--- src/rtl/ss_step_sequencer.sv ---
// ss_step_sequencer
// Runs one discrete state-space update per accepted step_tick on the shared
// MAC datapath: x[k+1] = Ah*x[k] + Bh*u (UPD), commit x (SWAP), then
// y = C*x[k+1] (OUT). The system order and the switch bank are captured when
// the step starts, so the loader may change them while a step is running.
//
// Ports
//   clk, rst          clock; synchronous active-low reset
//   en                global enable; 0 freezes everything and blanks strobes
//   step_tick         one-cycle step request (dropped and counted if not taken)
//   cfg_ready         parameter loader idle; a step only starts while high
//   size, sw_state    requested order and switch state
//   mac_ready         datapath accepts the presented term this cycle
//   mac_res_valid     datapath retired one row
//   mac_*             issued term: op (0 A, 1 B, 2 C), bank, row, col, first, last
//   x_swap            one-cycle pulse: commit x[k+1] as x[k]
//   busy              sequencer not idle
//   step_done         one-cycle pulse when y is complete
//   skip_cnt          saturating count of dropped ticks
//
// state   | meaning
// --------+----------------------------------------------------------
// IDLE    | waiting for step_tick
// UPD     | issuing A terms then one B term per row of x[k+1]
// DRAIN_U | waiting for all UPD rows to retire
// SWAP    | x_swap pulse
// OUT     | issuing C terms per row of y
// DRAIN_O | waiting for all OUT rows to retire
// DONE    | step_done pulse
module ss_step_sequencer #(
    parameter int N_MAX = 6,
    parameter int IDX_W = 3,
    parameter int OUT_W = 8
) (
    input  logic             clk,
    input  logic             rst,
    input  logic             en,
    input  logic             step_tick,
    input  logic             cfg_ready,
    input  logic [7:0]       size,
    input  logic             sw_state,
    input  logic             mac_ready,
    input  logic             mac_res_valid,
    output logic             mac_valid,
    output logic [1:0]       mac_op,
    output logic             mac_bank,
    output logic [IDX_W-1:0] mac_row,
    output logic [IDX_W-1:0] mac_col,
    output logic             mac_first,
    output logic             mac_last,
    output logic             x_swap,
    output logic             busy,
    output logic             step_done,
    output logic [OUT_W-1:0] skip_cnt
);

    typedef enum logic [2:0] {
        IDLE    = 3'd0,
        UPD     = 3'd1,
        DRAIN_U = 3'd2,
        SWAP    = 3'd3,
        OUT     = 3'd4,
        DRAIN_O = 3'd5,
        DONE    = 3'd6
    } state_t;

    typedef struct packed {
        logic [1:0]       op;
        logic [IDX_W-1:0] col;
        logic             first;
        logic             last;
    } term_t;

    localparam logic [7:0]       N_MAX_SZ  = 8'(N_MAX);
    localparam logic [IDX_W-1:0] N_MAX_IDX = IDX_W'(N_MAX);

    state_t           state_q;
    logic [IDX_W-1:0] n_q;
    logic             bank_q;
    logic [IDX_W-1:0] row_q;
    // UPD: term 0..n-1 are A columns, term n is the B term. OUT: term = column.
    logic [IDX_W-1:0] term_q;
    term_t            iss_q;
    logic             valid_q;
    logic             swap_q;
    logic             done_q;
    logic [IDX_W:0]   outst_q;
    logic [OUT_W-1:0] skip_q;

    logic [IDX_W-1:0] n_in;
    logic             accept;
    logic             retire_inc;
    logic             retire_dec;
    logic             start_ok;
    logic             issue_on;

    function automatic term_t upd_term(input logic [IDX_W-1:0] t, input logic [IDX_W-1:0] nn);
        term_t f;
        f.op    = (t == nn) ? 2'd1 : 2'd0;
        f.col   = (t == nn) ? '0 : t;
        f.first = (t == '0);
        f.last  = (t == nn);
        return f;
    endfunction

    function automatic term_t out_term(input logic [IDX_W-1:0] t, input logic [IDX_W-1:0] nn);
        term_t f;
        f.op    = 2'd2;
        f.col   = t;
        f.first = (t == '0);
        f.last  = (t == nn - 1'b1);
        return f;
    endfunction

    always_comb begin
        if (size > N_MAX_SZ) begin
            n_in = N_MAX_IDX;
        end else begin
            n_in = size[IDX_W-1:0];
        end
    end

    assign accept     = en && valid_q && mac_ready;
    assign retire_inc = accept && iss_q.last;
    // A retire with nothing outstanding is stray and must not wrap the count.
    assign retire_dec = mac_res_valid && (outst_q != '0);
    assign start_ok   = (state_q == IDLE) && cfg_ready && (n_in != '0);

    always_ff @(posedge clk) begin
        if (!rst) begin
            state_q <= IDLE;
            n_q     <= '0;
            bank_q  <= 1'b0;
            row_q   <= '0;
            term_q  <= '0;
            iss_q   <= '0;
            valid_q <= 1'b0;
            swap_q  <= 1'b0;
            done_q  <= 1'b0;
            outst_q <= '0;
            skip_q  <= '0;
        end else if (en) begin
            if (retire_inc && !retire_dec) begin
                outst_q <= outst_q + 1'b1;
            end else if (!retire_inc && retire_dec) begin
                outst_q <= outst_q - 1'b1;
            end

            if (step_tick && !start_ok && (skip_q != '1)) begin
                skip_q <= skip_q + 1'b1;
            end

            case (state_q)
                IDLE: begin
                    if (step_tick && start_ok) begin
                        state_q <= UPD;
                        n_q     <= n_in;
                        bank_q  <= sw_state;
                        row_q   <= '0;
                        term_q  <= '0;
                        iss_q   <= upd_term('0, n_in);
                        valid_q <= 1'b1;
                    end
                end
                UPD: begin
                    if (accept) begin
                        if (term_q == n_q) begin
                            term_q <= '0;
                            iss_q  <= upd_term('0, n_q);
                            if (row_q == n_q - 1'b1) begin
                                state_q <= DRAIN_U;
                                valid_q <= 1'b0;
                                row_q   <= '0;
                            end else begin
                                row_q <= row_q + 1'b1;
                            end
                        end else begin
                            term_q <= term_q + 1'b1;
                            iss_q  <= upd_term(term_q + 1'b1, n_q);
                        end
                    end
                end
                DRAIN_U: begin
                    if (outst_q == '0) begin
                        state_q <= SWAP;
                        swap_q  <= 1'b1;
                    end
                end
                SWAP: begin
                    swap_q  <= 1'b0;
                    state_q <= OUT;
                    row_q   <= '0;
                    term_q  <= '0;
                    iss_q   <= out_term('0, n_q);
                    valid_q <= 1'b1;
                end
                OUT: begin
                    if (accept) begin
                        if (term_q == n_q - 1'b1) begin
                            term_q <= '0;
                            iss_q  <= out_term('0, n_q);
                            if (row_q == n_q - 1'b1) begin
                                state_q <= DRAIN_O;
                                valid_q <= 1'b0;
                                row_q   <= '0;
                            end else begin
                                row_q <= row_q + 1'b1;
                            end
                        end else begin
                            term_q <= term_q + 1'b1;
                            iss_q  <= out_term(term_q + 1'b1, n_q);
                        end
                    end
                end
                DRAIN_O: begin
                    if (outst_q == '0) begin
                        state_q <= DONE;
                        done_q  <= 1'b1;
                    end
                end
                DONE: begin
                    done_q  <= 1'b0;
                    state_q <= IDLE;
                end
                default: begin
                    state_q <= IDLE;
                    valid_q <= 1'b0;
                    swap_q  <= 1'b0;
                    done_q  <= 1'b0;
                end
            endcase
        end
    end

    // Strobes are blanked while disabled so a frozen SWAP/DONE cannot repeat.
    assign issue_on  = en && valid_q;
    assign mac_valid = issue_on;
    assign mac_op    = issue_on ? iss_q.op    : 2'd0;
    assign mac_bank  = issue_on ? bank_q      : 1'b0;
    assign mac_row   = issue_on ? row_q       : '0;
    assign mac_col   = issue_on ? iss_q.col   : '0;
    assign mac_first = issue_on ? iss_q.first : 1'b0;
    assign mac_last  = issue_on ? iss_q.last  : 1'b0;
    assign x_swap    = en && swap_q;
    assign step_done = en && done_q;
    assign busy      = (state_q != IDLE);
    assign skip_cnt  = skip_q;

endmodule
--- config.mk ---
export PLATFORM = sky130hd
export DESIGN_NAME = ss_step_sequencer
export DESIGN_NICKNAME = d
export VERILOG_FILES = /design/src/rtl/ss_step_sequencer.sv
export SDC_FILE = /design/constraint.sdc
export NUM_CORES = 1
export LEC_CHECK = 0
export BUFFER_PORTS_ARGS = -buffer_cell sky130_fd_sc_hd__clkbuf_2
export CELL_PAD_IN_SITES_DETAIL_PLACEMENT = 1
export CELL_PAD_IN_SITES_GLOBAL_PLACEMENT = 2
export CORE_ASPECT_RATIO = 0.6
export CORE_MARGIN = 10
export CORE_UTILIZATION = 30
export DETAILED_ROUTE_END_ITERATION = 6
export HOLD_SLACK_MARGIN = 0.15
export PLACE_DENSITY_LB_ADDON = 0.2
export SLEW_MARGIN = 20
export SYNTH_ARGS = -nofsm -noshare
export SYNTH_HDL_FRONTEND = slang
export SYNTH_SLANG_ARGS = --single-unit
--- constraint.sdc ---
create_clock -name clk -period 2.4 [get_ports clk]
set_input_delay 0.24 -clock clk [delete_from_list [all_inputs] [get_ports clk]]
set_output_delay 0.24 -clock clk [all_outputs]
set_load 0.005 [all_outputs]
==> out/qor.txt, run 1 <==
================================================================================
Outcome                                                             finished, final reports clean
Top post-synthesis cells by area                                    sky130_fd_sc_hd__dfxtp_1, sky130_fd_sc_hd__ha_1, sky130_fd_sc_hd__xor2_1
Top flip-flop cell by instance count after synthesis                sky130_fd_sc_hd__dfxtp_1
First-pass GRT wire length                                              12100 µm
Post-synthesis share of cell area spent on xor and xnor gates              10.4%
Initial core utilization                                                   31.1%
Max-slew violation count                                                       0
Synth async-reset ratio                                                       0%
Number of buffer cells added on primary ports                                 38
Total Die Area                                                        0.0116 mm²
DIE WIDTH                                                                 132 µm
Count of fill cells added during filler insertion                            906
Simple-gate area share of the yosys netlist                                24.7%
Via count of the first global-routing pass                                  2159
Sinks on the clock net                                                        35
Synth warnings                                                                 0
Post-layout nets                                                             354
Maximum level of the CTS H-tree                                                2
Critical path class                                                      reg2reg
Leakage power total                                                   0.00130 µW
Detailed Place HPWL                                                      5810 µm
Storage element area                                                     703 µm²
Crit path largest cell delay                                             0.55 ns
Count of flip-flops with a built-in enable after synthesis                     0
Post-synthesis cell count                                                    268
Transition time of the tightest slew-check pin                          0.528 ns
Origin of the critical flop-to-flop path                            outst_q[1]$_SDFFE_PN0P_
Clk Latency, worst-skew pair                                             0.28 ns
Final sum of negative setup slack                                           0 ns
Highest clock rate                                                     0.428 GHz
Share of cells above drive strength 1                                      28.7%
Cell area after technology mapping                                   0.00228 mm²
Via count of the routed design                                              2166
Worst setup path startpoint                                         outst_q[1]$_SDFFE_PN0P_
Most area-hungry cell type in the Yosys netlist                     sky130_fd_sc_hd__dfxtp_1
CTS tree                                                                   built
Routed wire per std cell                                                 17.0 µm
Peak supply drop                                                        0.294 mV
Final critical delay including setup and external delays                 2.34 ns
Startpoint of the lowest-slack hold path                                sw_state
Final setup skew                                                      0.00414 ns
Clock tree root buffer cell                                         sky130_fd_sc_hd__clkbuf_16
Number of standard cells in the layout, taps in and fillers out              432
DRC Markers                                                                    0
Nature of the critical path startpoint                                  register
Crit-path max FO                                                               3
Final setup fails                                                              0
Max-Cap Viols                                                                  0
Count of unique library cells instantiated by Yosys                           55
Slowest CP cell                                                     sky130_fd_sc_hd__or4_4
Synth Area in Compound Gates                                               22.4%
Overall die height                                                       87.5 µm
Number of ports placed on the die boundary                                    39
Total global routing track utilization                                     12.9%
Portion of the post-synthesis area used by sequential elements             30.8%
Worst slew slack as a fraction of its limit                                64.6%
Nets in the synthesized netlist                                              295
Post-detailed-routing wire length                                        7340 µm
Number of detailed-routing iterations run before antenna repair                4
Syn-to-layout area delta                                                   28.9%
Final period util                                                          97.4%
Worst hold path class                                                     in2reg
Fraction of the mapped netlist area in adder cells                         6.38%
Data arrival at the endpoint of the critical path                        2.55 ns
Yosys top cell area share                                                  30.8%
Number of DRC violations after detailed-routing iteration 0                  140
Ant. Diodes                                                                    0
Per-instance average area after synthesis                               8.49 µm²
Number of cells in the design after placement                                422
Main combinational cell family by area after synthesis              simple AND/OR/NAND/NOR gates
Crit-path cells                                                     or4_4 > nand2_4 > ha_4 > inv_2 > ha_4 > a21o_1 > a21oi_2 > xnor2_2 > or3_1 > a21oi_2
Power density over the cells                                          534 mW/mm²
Clock buffer count from CTS                                                    5
Hold violation count in the final report                                       0
Required arrival time at the worst endpoint                              2.62 ns
ANT nets after route                                                           0
Critical path capture point type                                        register
Fraction of synthesized area in multiplexers                              0.880%
Residual overflow from global routing                                          0
Clock-pin transition on the worst setup and hold timing paths            0.06 ns
Combined area of the multi-input logic cells                         0.00153 mm²
Pin count of the biggest net entering global routing                          21
Core box area                                                        0.00733 mm²
Flip-flop and latch count after synthesis                                     35
Last weighted congestion value of the routability-driven placer            0.787
Vias per cell                                                               5.01
CTS Buffer Depth                                                               2
Row count                                                                     24
Number of antenna violations at the first check in global routing              0
================================================================================
-- cells in the final DEF (no fill, tap or decap), types with 8 or more instances in the layout --
master,count
sky130_fd_sc_hd__xnor2_1,8
sky130_fd_sc_hd__xor2_1,11
sky130_fd_sc_hd__nand2_1,20
sky130_fd_sc_hd__and3_1,13
sky130_fd_sc_hd__nand3_1,10
sky130_fd_sc_hd__nor2_1,21
sky130_fd_sc_hd__clkbuf_2,38
sky130_fd_sc_hd__a21oi_1,13
sky130_fd_sc_hd__o21ai_0,14
sky130_fd_sc_hd__ha_1,8
sky130_fd_sc_hd__dfxtp_1,33
sky130_fd_sc_hd__buf_4,28
-- kinds of logic after synthesis --
logic type                 Yosys count
AOI/OAI and AO/OA                   70
xor gates and xnor gates            23
adders and majority gates           11
buffers and inverters               23
DFF                                 35
muxes                                2
and+or+nand+nor                    104
-- worst max-delay path: cells and delay by family (launching register included) --
kind                     cells  cell delay [ns]
AND/OR/NAND/NOR              3             1.03
AO/OA/AOI/OAI                3             0.43
adder cells (fa/ha/maj)      2             0.33
flip-flops                   1             0.32
XOR/XNOR                     1             0.10
buffers and inverters        1             0.06
-- final cells by class --
cell class,count,share of cell area [%]
inverter,9,1.15
sequential,35,24.0
clock buffer,6,4.39
tap,104,4.43
multi-input combinational,210,52.0
timing repair buffer,66,13.6
clock inverter,2,0.426
-- worst paths after layout --
check	to	slack, ns	depth (start not counted)
setup / recovery	outst_q[3]$_SDFFE_PN0P_	0.06	10
setup reg to reg	outst_q[3]$_SDFFE_PN0P_	0.06	10
hold reg to reg	iss_q[1]$_SDFFE_PN0P_	0.46	2
hold / removal	bank_q$_SDFFE_PN0P_	0.21	3
-- power breakdown --
group,total [µW],internal [µW],switching [µW]
clock network,635,383,252
registers,623,603,19.5
logic,308,137,171
-- metrics by stage --
step	power (µW)	hold slack, ns	util (%)	setup WS (ns)	area [µm²]
global placement	912	0.446	37.2	0.0631	2730
finish	1570	0.208	40.0	0.0630	2930
global route	1640	0.233	40.0	-0.0399	2930
detailed placement	917	0.454	37.2	0.0156	2730
floorplan	807	0.387	-	0.0509	2280
CTS	1560	0.211	39.2	0.0158	2870
-- layer usage --
metal	track usage, %	routed length [µm]	vias up	part of all wire [%]
li1	-	-	1103	-
met1	20.0	4300	1000	59
met2	16.0	2520	58	34
met3	3.80	453	5	6.2
met4	3.58	69	0	0.94
met5	0	0	-	0
-- flip-flops by register name, summed over array words and instances (netlist names) --
register	count
term_q	3
row_q	3
valid_q	1
swap_q	1
outst_q	4
iss_q	7
skip_cnt	8
n_q	3
done_q	1
state_q	3
bank_q	1
-- synthesized netlist by cell type (2+ instances only) --
cell                        n
sky130_fd_sc_hd__nor4b_1    2
sky130_fd_sc_hd__o31ai_1    7
sky130_fd_sc_hd__o211a_1    3
sky130_fd_sc_hd__o211ai_1   2
sky130_fd_sc_hd__dfxtp_1   35
sky130_fd_sc_hd__a21oi_1   15
sky130_fd_sc_hd__nand3b_1   2
sky130_fd_sc_hd__nand2_1   21
sky130_fd_sc_hd__and2_1     6
sky130_fd_sc_hd__or3_1      6
sky130_fd_sc_hd__nor2b_1    2
sky130_fd_sc_hd__a211oi_1   3
sky130_fd_sc_hd__nor2_1    21
sky130_fd_sc_hd__a31oi_1    6
sky130_fd_sc_hd__nand2b_1   3
sky130_fd_sc_hd__xnor2_1    9
sky130_fd_sc_hd__nand4b_1   3
sky130_fd_sc_hd__clkbuf_1  10
sky130_fd_sc_hd__mux2i_1    2
sky130_fd_sc_hd__ha_1      10
sky130_fd_sc_hd__inv_1      8
sky130_fd_sc_hd__nor3_1     2
sky130_fd_sc_hd__o21a_1     3
sky130_fd_sc_hd__nand3_1   10
sky130_fd_sc_hd__and3_1    13
sky130_fd_sc_hd__o21ai_0   14
sky130_fd_sc_hd__xor2_1    11
sky130_fd_sc_hd__nand4_1    5
sky130_fd_sc_hd__or4_1      4
sky130_fd_sc_hd__buf_4      4
sky130_fd_sc_hd__xnor3_1    2
-- what timing repair did --
action / 4_1_cts / 5_1_grt
endpoints found under the setup margin: 1 / 1
pin swaps: 0 / 7
gates resized for setup: 1 / 10
buffers inserted: 0 / 2
hold buffers: 0 / 0
Note: power is estimated with default switching activity, not from simulation.
==> run 2, diff against run 1 <==
PLACE_DENSITY = 0.75   (was not set)
PLACE_DENSITY_LB_ADDON = not set   (was 0.2)
==> out/qor.txt, run 2 (synthesis results as in run 1) <==
================================================================================
Outcome                                                             finished, final reports clean
Via count of the routed design                                              2205   +1.8%
Nature of the critical path startpoint                                  register
Clock tree root buffer cell                                         sky130_fd_sc_hd__clkbuf_16
Worst hold path class                                                     in2reg
Maximum level of the CTS H-tree                                                2   unchanged
Critical path class                                                      reg2reg
Number of buffer cells added on primary ports                                 38   unchanged
Final period util                                                          96.7%   -0.64 points
Number of ports placed on the die boundary                                    39   unchanged
Max-Cap Viols                                                                  0   unchanged
Pin count of the biggest net entering global routing                          27   +29%
Initial core utilization                                                   31.1%   unchanged
DIE WIDTH                                                                 132 µm   unchanged
Power density over the cells                                          569 mW/mm²   +6.7%
Total power                                                              1650 µW   +5.6%
Routed wire per std cell                                                 17.3 µm   +1.8%
Vias per cell                                                               5.16   +3.0%
Data arrival at the endpoint of the critical path                        2.53 ns   -0.02 ns
Top routing layer used                                                      met4
Commonest non-fill, non-tap cell in the layout                      sky130_fd_sc_hd__clkbuf_2
Transition time of the tightest slew-check pin                          0.573 ns   +0.0446 ns
Share of cells above drive strength 1                                      26.3%   -2.3 points
Total Die Area                                                        0.0116 mm²   unchanged
Core box area                                                        0.00733 mm²   unchanged
Syn-to-layout area delta                                                   27.6%
Most used cells in the layout excluding fill and tap cells          sky130_fd_sc_hd__clkbuf_2, sky130_fd_sc_hd__dfxtp_1, sky130_fd_sc_hd__buf_4, sky130_fd_sc_hd__nor2_1, sky130_fd_sc_hd__nand2_1
Peak supply drop                                                        0.210 mV   -29%
DRC Markers                                                                    0   unchanged
Worst slew slack as a fraction of its limit                                61.5%   -3.1 points
Max-slew violation count                                                       0   unchanged
Number of antenna violations at the first check in global routing              0   unchanged
Ant. Diodes                                                                    0   unchanged
Origin of the critical flop-to-flop path                            outst_q[1]$_SDFFE_PN0P_
Clock-pin transition on the worst setup and hold timing paths            0.05 ns   about the same
Highest clock rate                                                     0.431 GHz   +0.66%
Total global routing track utilization                                     13.0%   +0.077 points
Sum of routed wire segments on met1                                      4140 µm   -3.7%
Clock buffer count from CTS                                                    5   unchanged
ANT nets after route                                                           0   unchanged
Largest register FFs                                                           8   unchanged
Startpoint of the lowest-slack hold path                                sw_state
First-pass GRT wire length                                              12100 µm   -0.22%
Post-layout nets                                                             350   -1.1%
Count of fill cells added during filler insertion                            905   -0.11%
Routed wire length on met2                                               2650 µm   +5.2%
Residual overflow from global routing                                          0   unchanged
Hold violation count in the final report                                       0   unchanged
Final setup fails                                                              0   unchanged
Leakage power total                                                   0.00128 µW   -1.8%
Final setup skew                                                      0.00281 ns   -0.00132 ns
Detailed Place HPWL                                                      5780 µm   -0.42%
Last weighted congestion value of the routability-driven placer            0.832   +5.7%
Final sum of negative setup slack                                           0 ns   unchanged
Via count of the first global-routing pass                                  2215   +2.6%
Required arrival time at the worst endpoint                              2.61 ns   about the same
Sinks on the clock net                                                        35   unchanged
Number of cells in the design after placement                                418   -0.95%
Crit-path max FO                                                               3   unchanged
Routed wire length on met3                                                528 µm   +17%
Post-detailed-routing wire length                                        7390 µm   +0.67%
CTS Buffer Depth                                                               2   unchanged
Quantity of hold-fixing buffers added after cts                                0   unchanged
CTS tree                                                                   built
Worst setup path startpoint                                         outst_q[1]$_SDFFE_PN0P_
Clk Latency, worst-skew pair                                             0.29 ns   about the same
Critical path capture point type                                        register
Number of standard cells in the layout, taps in and fillers out              427   -1.2%
Row count                                                                     24   unchanged
Final critical delay including setup and external delays                 2.32 ns   -0.0154 ns
Number of detailed-routing iterations run before antenna repair                4   unchanged
Overall die height                                                       87.5 µm   unchanged
Number of DRC violations after detailed-routing iteration 0                  145   +3.6%
================================================================================
-- run 2: cell type report --
cell class	count	area (µm²)	area share, %
Timing Repair Buffer	62	370	12.8
Sequential cell	35	702	24.2
Multi-Input combinational cell	210	1510	52.0
Clock buffer	6	129	4.44
Clock inverter	1	30.0	1.03
Inverter	9	33.8	1.16
Tap cell	104	130	4.48
-- run 2: repair_timing --
| item | CTS | global route |
|---|---|---|
| endpoints found under the hold margin | 0 | 0 |
| setup endpoints to repair | 1 | 4 |
| gates cloned | 0 | 0 |
| pin swaps | 1 | 5 |
| setup buffers | 1 | 1 |
| resized for setup | 3 | 5 |
-- run 2: per-layer routing --
layer  GRT usage, %  vias to the layer above
met1           19.2                     1036
met2           16.9                       66
li1               -                     1095
met5              0                        -
met4           3.58                        0
met3           4.21                        8
-- run 2: worst max-delay path, cell delays in order (launching register included) --
cell	delay [ns]
sky130_fd_sc_hd__dfxtp_1	0.31
sky130_fd_sc_hd__or4_4	0.55
sky130_fd_sc_hd__nand2_4	0.08
sky130_fd_sc_hd__ha_4	0.12
sky130_fd_sc_hd__inv_2	0.05
sky130_fd_sc_hd__ha_1	0.27
sky130_fd_sc_hd__a21o_1	0.17
sky130_fd_sc_hd__a21oi_2	0.15
sky130_fd_sc_hd__xnor2_1	0.10
sky130_fd_sc_hd__or3_1	0.31
sky130_fd_sc_hd__a21oi_1	0.14
-- run 2: power breakdown --
group / switching, µW / internal [µW] / leakage [µW] / total (µW)
Sequential: 22.3 / 603 / 0.000284 / 625
Combinational: 164 / 130 / 0.000917 / 294
Clock: 250 / 485 / 0.0000769 / 734
-- run 2: path summary, 6_finish.rpt --
check,endpoint,slack [ns],depth (start not counted)
max,outst_q[3]$_SDFFE_PN0P_,0.08,10
min,bank_q$_SDFFE_PN0P_,0.20,3
max reg2reg,outst_q[3]$_SDFFE_PN0P_,0.08,10
min reg2reg,iss_q[1]$_SDFFE_PN0P_,0.45,2
-- run 2: metrics by stage --
stage / hold WS [ns] / setup slack (ns) / instance area, µm² / util (%)
5_1_grt: 0.268 / -0.0253 / 2900 / 39.6
4_1_cts: 0.193 / 0.0154 / 2870 / 39.2
3_5_place_dp: 0.453 / -0.0681 / 2700 / 36.8
2_1_floorplan: 0.387 / 0.0509 / 2280 / -
6_report: 0.203 / 0.0785 / 2900 / 39.6
3_3_place_gp: 0.445 / 0.0162 / 2700 / 36.8
